===== config.mk =====
export PLATFORM = sky130hd
export DESIGN_NAME = bus_arbiter_2x1
export DESIGN_NICKNAME = d
export VERILOG_FILES = /design/src/rtl/bus_arbiter_2x1_pkg.sv /design/src/rtl/mux32_2x1.sv /design/src/rtl/bus_arbiter_2x1.sv
export SDC_FILE = /design/constraint.sdc
export NUM_CORES = 1
export LEC_CHECK = 0
export CAP_MARGIN = 20
export CORE_AREA = 2 2 80 82
export DETAILED_ROUTE_END_ITERATION = 7
export DIE_AREA = 0 0 82 84
export HOLD_SLACK_MARGIN = 0.03
export PLACE_DENSITY = 0.8
export RECOVER_POWER = 25
export SYNTH_ARGS = -nofsm -noshare
export SYNTH_HDL_FRONTEND = slang
export SYNTH_HIERARCHICAL = 1
export SYNTH_SLANG_ARGS = --single-unit

===== constraint.sdc =====
create_clock -name CLK -period 3.5 [get_ports CLK]
set_input_delay 0.875 -clock CLK [delete_from_list [all_inputs] [get_ports CLK]]
set_output_delay 0.875 -clock CLK [all_outputs]
set_load 0.1 [all_outputs]

===== src/rtl/bus_arbiter_2x1_pkg.sv =====
// Shared definitions for the two-requester round-robin bus arbiter:
// state encodings, default widths and the round-robin pick function.
package bus_arbiter_2x1_pkg;

  localparam int unsigned PROJ_DATA_W  = 32;
  localparam int unsigned DATA_W_DEF   = PROJ_DATA_W;
  localparam int unsigned MAX_HOLD_DEF = 16;

  typedef enum logic [1:0] {
    ARB_IDLE = 2'b00,
    ARB_G0   = 2'b01,
    ARB_G1   = 2'b10
  } arb_state_e;

  // Round-robin pick: on a tie the requester that did not complete last wins.
  function automatic arb_state_e arb_pick(input logic req0, input logic req1,
                                          input logic last);
    arb_state_e pick;
    if (req0 && req1) begin
      pick = last ? ARB_G0 : ARB_G1;
    end else if (req0) begin
      pick = ARB_G0;
    end else if (req1) begin
      pick = ARB_G1;
    end else begin
      pick = ARB_IDLE;
    end
    return pick;
  endfunction

endpackage


===== src/rtl/mux32_2x1.sv =====
// Width-parameterised 2:1 mux steering one requester's payload onto the shared port.
module mux32_2x1
  import bus_arbiter_2x1_pkg::*;
#(
  parameter int unsigned W = DATA_W_DEF
) (
  input  logic         sel_i,
  input  logic [W-1:0] a_i,
  input  logic [W-1:0] b_i,
  output logic [W-1:0] y_o
);

  assign y_o = sel_i ? b_i : a_i;

endmodule


===== src/rtl/bus_arbiter_2x1.sv =====
// Round-robin arbiter sharing one bus port between two requesters.
// Define ARB_TIMEOUT_EN to build the MAX_HOLD grant-hold timeout.
module bus_arbiter_2x1
  import bus_arbiter_2x1_pkg::*;
#(
  parameter int unsigned DATA_W = DATA_W_DEF
`ifdef ARB_TIMEOUT_EN
  , parameter int unsigned MAX_HOLD = MAX_HOLD_DEF
`endif
) (
  input  logic              CLK,
  input  logic              RST,
  input  logic              REQ0,
  input  logic              REQ1,
  input  logic [DATA_W-1:0] ADDR0,
  input  logic [DATA_W-1:0] ADDR1,
  input  logic [DATA_W-1:0] WDATA0,
  input  logic [DATA_W-1:0] WDATA1,
  input  logic              WE0,
  input  logic              WE1,
  output logic              GNT0,
  output logic              GNT1,
  output logic              DONE0,
  output logic              DONE1,
  output logic              SEL,
  output logic              BUS_REQ,
  output logic [DATA_W-1:0] BUS_ADDR,
  output logic [DATA_W-1:0] BUS_WDATA,
  output logic              BUS_WE,
  input  logic              BUS_DONE,
  output logic              TIMEOUT
);

  arb_state_e state_q, state_d;
  logic       last_q, last_d;
  logic       gnt0_q, gnt1_q, sel_q, breq_q;
  logic       own, own_req;
  logic       we_sel;

`ifdef ARB_TIMEOUT_EN
  localparam int unsigned HOLD_W = (MAX_HOLD > 2) ? $clog2(MAX_HOLD) : 1;
  logic [HOLD_W-1:0] cnt_q, cnt_d;
  logic              timeout_q, timeout_d;
  logic              hold_c;
`endif

  // Next-state: arbitrate from IDLE, or on completion / abandon / timeout of a grant.
  always_comb begin
    state_d = state_q;
    last_d  = last_q;
    own     = (state_q == ARB_G1);
    own_req = own ? REQ1 : REQ0;
    case (state_q)
      ARB_IDLE: state_d = arb_pick(REQ0, REQ1, last_q);
      ARB_G0, ARB_G1: begin
        if (BUS_DONE) begin
          last_d  = own;
          state_d = arb_pick(REQ0, REQ1, own);
        end else if (!own_req) begin
          state_d = arb_pick(REQ0, REQ1, last_q);
`ifdef ARB_TIMEOUT_EN
        end else if (timeout_q) begin
          last_d  = own;
          state_d = arb_pick(REQ0, REQ1, own);
`endif
        end
      end
      default: state_d = ARB_IDLE;
    endcase
  end

  always_ff @(posedge CLK or negedge RST) begin
    if (!RST) begin
      state_q <= ARB_IDLE;
      last_q  <= 1'b1;
      gnt0_q  <= 1'b0;
      gnt1_q  <= 1'b0;
      sel_q   <= 1'b0;
      breq_q  <= 1'b0;
    end else begin
      state_q <= state_d;
      last_q  <= last_d;
      gnt0_q  <= (state_d == ARB_G0);
      gnt1_q  <= (state_d == ARB_G1);
      sel_q   <= (state_d == ARB_G1);
      breq_q  <= (state_d != ARB_IDLE);
    end
  end

`ifdef ARB_TIMEOUT_EN
  // Counter restarts on every grant entry; TIMEOUT lands on the MAX_HOLD-th held cycle.
  assign hold_c    = (state_q != ARB_IDLE) && !(BUS_DONE || !own_req || timeout_q);
  assign cnt_d     = hold_c ? cnt_q + HOLD_W'(1) : '0;
  assign timeout_d = hold_c && (cnt_d == HOLD_W'(MAX_HOLD - 1));

  always_ff @(posedge CLK or negedge RST) begin
    if (!RST) begin
      cnt_q     <= '0;
      timeout_q <= 1'b0;
    end else begin
      cnt_q     <= cnt_d;
      timeout_q <= timeout_d;
    end
  end

  assign TIMEOUT = timeout_q;
`else
  assign TIMEOUT = 1'b0;
`endif

  mux32_2x1 #(.W(DATA_W)) u_addr_mux (
    .sel_i (sel_q),
    .a_i   (ADDR0),
    .b_i   (ADDR1),
    .y_o   (BUS_ADDR)
  );

  mux32_2x1 #(.W(DATA_W)) u_wdata_mux (
    .sel_i (sel_q),
    .a_i   (WDATA0),
    .b_i   (WDATA1),
    .y_o   (BUS_WDATA)
  );

  mux32_2x1 #(.W(1)) u_we_mux (
    .sel_i (sel_q),
    .a_i   (WE0),
    .b_i   (WE1),
    .y_o   (we_sel)
  );

  assign GNT0    = gnt0_q;
  assign GNT1    = gnt1_q;
  assign SEL     = sel_q;
  assign BUS_REQ = breq_q;
  assign BUS_WE  = we_sel & breq_q;
  assign DONE0   = BUS_DONE & gnt0_q;
  assign DONE1   = BUS_DONE & gnt1_q;

endmodule


# Word-level counts from Yosys, hierarchy flattened
# Cells that the tools add are included.
# W data, S select, Z words.
op_classes:
  addsub: 0
  multipliers: 0
  div: 0
  order_cmp: 0
  eq_ne: 4
  shifts: 0
  mux: 13
  n_bitwise: 3
  n_reduce_logical: 5
ops:
  columns: ["operator", "count"]
  rows:
  - ["$mux W32", 2]
  - ["$mux W2", 8]
  - ["$eq A2 B1 Y1 const B", 2]
  - ["$eq A2 B2 Y1 const B", 2]
  - ["$pmux W2 S2", 1]
  - ["$and A1 B1 Y1", 3]
  - ["$logic_not A2 Y1", 1]
  - ["$mux W1", 2]
  - ["$reduce_and A2 Y1", 1]
  - ["$reduce_bool A2 Y1", 1]
  - ["$reduce_or A2 Y1", 1]
  - ["$logic_and A1 B1 Y1", 1]
word_totals:
  reg_bits: 6
  latchBits: 0
  mem_bits_rw: 0
  romBits: 0
  in_bits: 135
  mem_count: 0

# Longest topological paths before layout
logic_depth:
  depth_word: 7
  mapped_depth: 6

# Modules after synthesis
# The synthesis kept the hierarchy.
modules_own_cells:
  columns: ["mod", "n_inst", "cells_per_inst", "area_each_um2", "seq_area_each_um2"]
  rows:
  - ["mux32_2x1 (u_addr_mux ...)", 2, 36, 544.3, 0.0]
  - ["bus_arbiter_2x1", 1, 40, 396.6, 151.4]
  - ["mux32_2x1 (u_we_mux)", 1, 1, 15.0, 0.0]

# Worst setup path after synthesis
# Ideal clock, no wire load.
synth_path:
  path_type: "register -> output"
  from: "register sel_q, in the netlist SEL"
  to: "output BUS_WE"
  t_arrival_ns: 2.038
  path_slack_ns: 0.587
  stages_incl_launch_ff: 3
  n_path_buf: 0
  cell_sequence: "dfrtp_1 mux2_4 and2_1"
synth_between:
  elab_chain_cells: 2
synth_rtl:
  columns: ["item", "line_no", "rtl"]
  rows:
  - ["start, declared", "bus_arbiter_2x1.sv:36", "logic gnt0_q, gnt1_q, sel_q, breq_q;"]
  - ["start signal, assigned", "bus_arbiter_2x1.sv:85", "sel_q <= (state_d == ARB_G1);"]
  - ["$mux W1", "mux32_2x1.sv:13", "assign y_o = sel_i ? b_i : a_i;"]
  - ["via we_sel", "bus_arbiter_2x1.sv:38", "logic we_sel;"]
  - ["$and A1 B1 Y1", "bus_arbiter_2x1.sv:136", "assign BUS_WE = we_sel & breq_q;"]
  - ["end, declared", "bus_arbiter_2x1.sv:29", "output logic BUS_WE,"]
# The timed path passes the listed nets, and every way through them passes these cells.

# Worst setup path after layout
layout_path:
  from: "register sel_q, in the netlist SEL"
  to: "output BUS_WDATA[19]"
layout_between:
  elab_chain_cells: 1
layout_rtl:
  columns: ["item", "line_no", "rtl"]
  rows:
  - ["$mux W32", "mux32_2x1.sv:13", null]
  - ["end, declared", "bus_arbiter_2x1.sv:28", "output logic [DATA_W-1:0] BUS_WDATA,"]
# Every way passes these cells.

==> results.sh <==
export IMPL_grt_antenna_before_repair=0
export IMPL_ff2ff_setup_slack_ns=1.67
export IMPL_drive_gt1_share_pct=44.59
export IMPL_gp_congestion=0.7621
export IMPL_overflow=0
export IMPL_m1WireLength_mm=2.212
export IMPL_end_kind="output port"
export IMPL_num_antenna_cells=0
export IMPL_min_period_ns=3.007
export IMPL_routed_wl_met2_mm=3.698
export IMPL_avgSynthCellArea_um2=13.28
export IMPL_routed_wl_mm=6.857
export IMPL_hold_viol_final=0
export IMPL_reg2reg_from="state_q[0]$_DFF_PN0_"
export IMPL_finalCritPeriodShare_pct=85.92
export IMPL_rsz0062_at_grt="false"
export IMPL_layout_nets=453
export IMPL_cts_tree="yes"
export IMPL_whs_path_depth=1
export IMPL_io_pin_count=207
export IMPL_max_stage_delay_ns=1.00
export IMPL_cp_start_kind="flip-flop"
export IMPL_cp_arrival_ns=2.13
export IMPL_synth_nets=251
export IMPL_met3RoutedLength_um=833
export IMPL_rr_endpoint="GNT0$_DFF_PN0_"
export IMPL_placementRows=29
export IMPL_worstMarginPinSlew_ns=1.172
export IMPL_fmax_mhz=332.6
export IMPL_post_cts_resized=0
export IMPL_post_place_ws_ns=0.7216
export IMPL_die_h_um=84
export IMPL_syn2layout_area_growth_pct=167.9
export IMPL_drt_pass1_iterations=4
export IMPL_ctsHoldBuffers=0
export IMPL_synth_yosys_warnings=6
export IMPL_tns_ns=0
export IMPL_initial_core_util_pct=24.61
export IMPL_dieWidth_um=82
export IMPL_final_area_mm2=0.004019
export IMPL_n_fill_cell=474
export IMPL_via_per_inst=4.384
export IMPL_grt_pass1_vias=1755
export IMPL_clkSlewWorstSetupHoldPaths_ns=0.04
export IMPL_dpl_hpwl_mm=6.128
export IMPL_htreeDepth=1
export IMPL_cts_path_max_buffers=2
export IMPL_holdCritStartpoint="last_q$_DFFE_PN1P_"
export IMPL_cts_setup_buffers=0
export IMPL_hp_class="reg2reg"
export IMPL_cts_root_buf="clkbuf_8"
export IMPL_crit_required_ns=2.62
export IMPL_grt_max_degree=36
export IMPL_crit_path_top_delay_cell="dfrtp_2"
export IMPL_port_buffers=205
export IMPL_placed_area_mm2=0.004020
export IMPL_routed_top_layer="met4"
export IMPL_drc=0
export IMPL_core_area_mm2=0.006096
export IMPL_vdd_drop_max_v=0.0005593
export IMPL_path_cells="buf_4, mux2_4, buf_12"
export IMPL_leakagePower_nw=1.761
export IMPL_holdPathEnd="last_q$_DFFE_PN1P_"
export IMPL_fin_hold_ws_ns=0.6301
export IMPL_vias=1714
export IMPL_path_class="reg2out"
export IMPL_cts_sinks=6
export IMPL_ant_nets=0
export IMPL_first_iter_violations=40
export IMPL_setup_slack_ns=0.4930
export IMPL_cap_viol_max_count=0
export IMPL_cts_inserted_buffers=3
export IMPL_synthCells=113
export IMPL_grt_use_total_pct=18.85
export IMPL_clkLatencyLatePin_ns=0.23
export IMPL_critical_path_max_fanout=35
export IMPL_reg2reg_depth=6
export IMPL_yosysSeqAreaShare_pct=10.09
export IMPL_outcome="completed"
export IMPL_finalSetupViolations=0
export IMPL_slew_headroom_pct=22.18
export IMPL_wl_per_cell_um=17.54
export IMPL_drv_slew=0
export IMPL_ys_ff_latch=6
export IMPL_grt_pass1_wl_mm=9.818
export IMPL_die_area_mm2=0.006888
export IMPL_synth_distinct_cells=26
export IMPL_finClkSkew_ns=0.001711
export IMPL_syn_area_mm2=0.001500
export IMPL_power_density_mw_per_mm2=883.2
-- Yosys cell counts --
cell	n	share of area, %
inv_1	2	0.50
nand2_1	4	1.0
and2_1	4	1.7
a32o_1	1	0.67
mux2_2	5	3.8
buf_6	2	1.5
buf_12	6	8.0
nor4bb_1	1	0.67
nor2b_1	1	0.42
ha_1	3	2.5
maj3_2	1	0.75
conb_1	1	0.25
nor3b_2	1	0.83
o21ai_0	1	0.33
a41oi_2	1	1.1
nor2_1	3	0.75
a31oi_2	1	0.83
o22ai_1	1	0.42
dfrtp_1	5	8.3
nor3b_1	1	0.50
nand3b_1	1	0.50
mux2_4	61	61
a21oi_1	2	0.67
dfstp_2	1	1.8
buf_4	2	1.0
inv_2	1	0.25
-- critical path, delay by kind of cell (launching register included) --
family	cells	cell delay [ns]
flops	1	1.00
buf+inv	2	0.55
mux	1	0.34
-- sequential cells by signal, summed over array words and instances (netlist names) --
signal and count:
BUS_REQ 1, GNT0 1, SEL 1, last_q 1, state_q 2
-- layout by cell type, fill, tap and decap left out, types with 2 or more instances in the layout --
cell type,count
nand2_1,4
dlygate4sd3_1,2
mux2_1,4
mux2_4,57
ha_1,3
nor3b_1,2
buf_12,55
clkdlybuf4s50_1,132
a21oi_1,2
inv_1,2
dfrtp_1,4
and2_1,4
nor2_1,3
clkbuf_8,3
mux2_2,5
clkbuf_1,3
buf_4,15
-- final cells by class --
cell class | instances | area (um^2) | area share [%]
Clock buffer | 4 | 45.04 | 1.121
Tap cell | 77 | 96.34 | 2.397
Inverter | 3 | 11.26 | 0.2802
Sequential cell | 6 | 152.6 | 3.798
Timing Repair Buffer | 207 | 2567 | 63.89
Multi-Input combinational cell | 94 | 1146 | 28.52
-- per-stage QoR --
stage,util [%],std cells,total power [mW]
after detailed placement,65.95,387,3.492
after CTS,66.69,391,3.612
after global routing,65.93,391,3.653
after global placement,65.95,387,3.460
final,65.93,391,3.550
after floorplan,-,113,2.550
-- per-layer routing --
metal | vias to the layer above | track usage [%]
met5 | - | 0
li1 | 812 | -
met3 | 12 | 7.900
met4 | 0 | 5.455
met1 | 796 | 18.14
met2 | 94 | 35.33
-- worst max path at each step --
stage,startpoint,endpoint,slack (ns),depth (start not counted)
2_1_floorplan,SEL$_DFF_PN0_,BUS_WE,0.59,2
3_3_place_gp,WE0,BUS_WE,0.72,4
3_5_place_dp,WE0,BUS_WE,0.72,4
4_1_cts,SEL$_DFF_PN0_,BUS_WDATA[13],0.69,3
5_1_grt,SEL$_DFF_PN0_,BUS_WDATA[10],0.38,3
6_report,SEL$_DFF_PN0_,BUS_WDATA[19],0.49,3
-- cells by family after synthesis --
logic type / Yosys count / synth area share (%)
AO/OA/AOI/OAI: 7 / 4.003
adder cells (fa/ha/maj): 4 / 3.253
buffers and inverters: 13 / 11.26
flip-flops: 6 / 10.09
multiplexers: 66 / 64.80
other: 1 / 0.2500
AND/OR/NAND/NOR: 16 / 6.339
-- where the power goes --
part	leakage, nW	switching (mW)	internal [mW]
Combinational	1.67	2.03	1.21
Sequential	0.0726	0.0950	0.104
Clock	0.0228	0.0351	0.0788
Total	1.76	2.16	1.39
No activity file was read; power rests on OpenSTA's default activity.
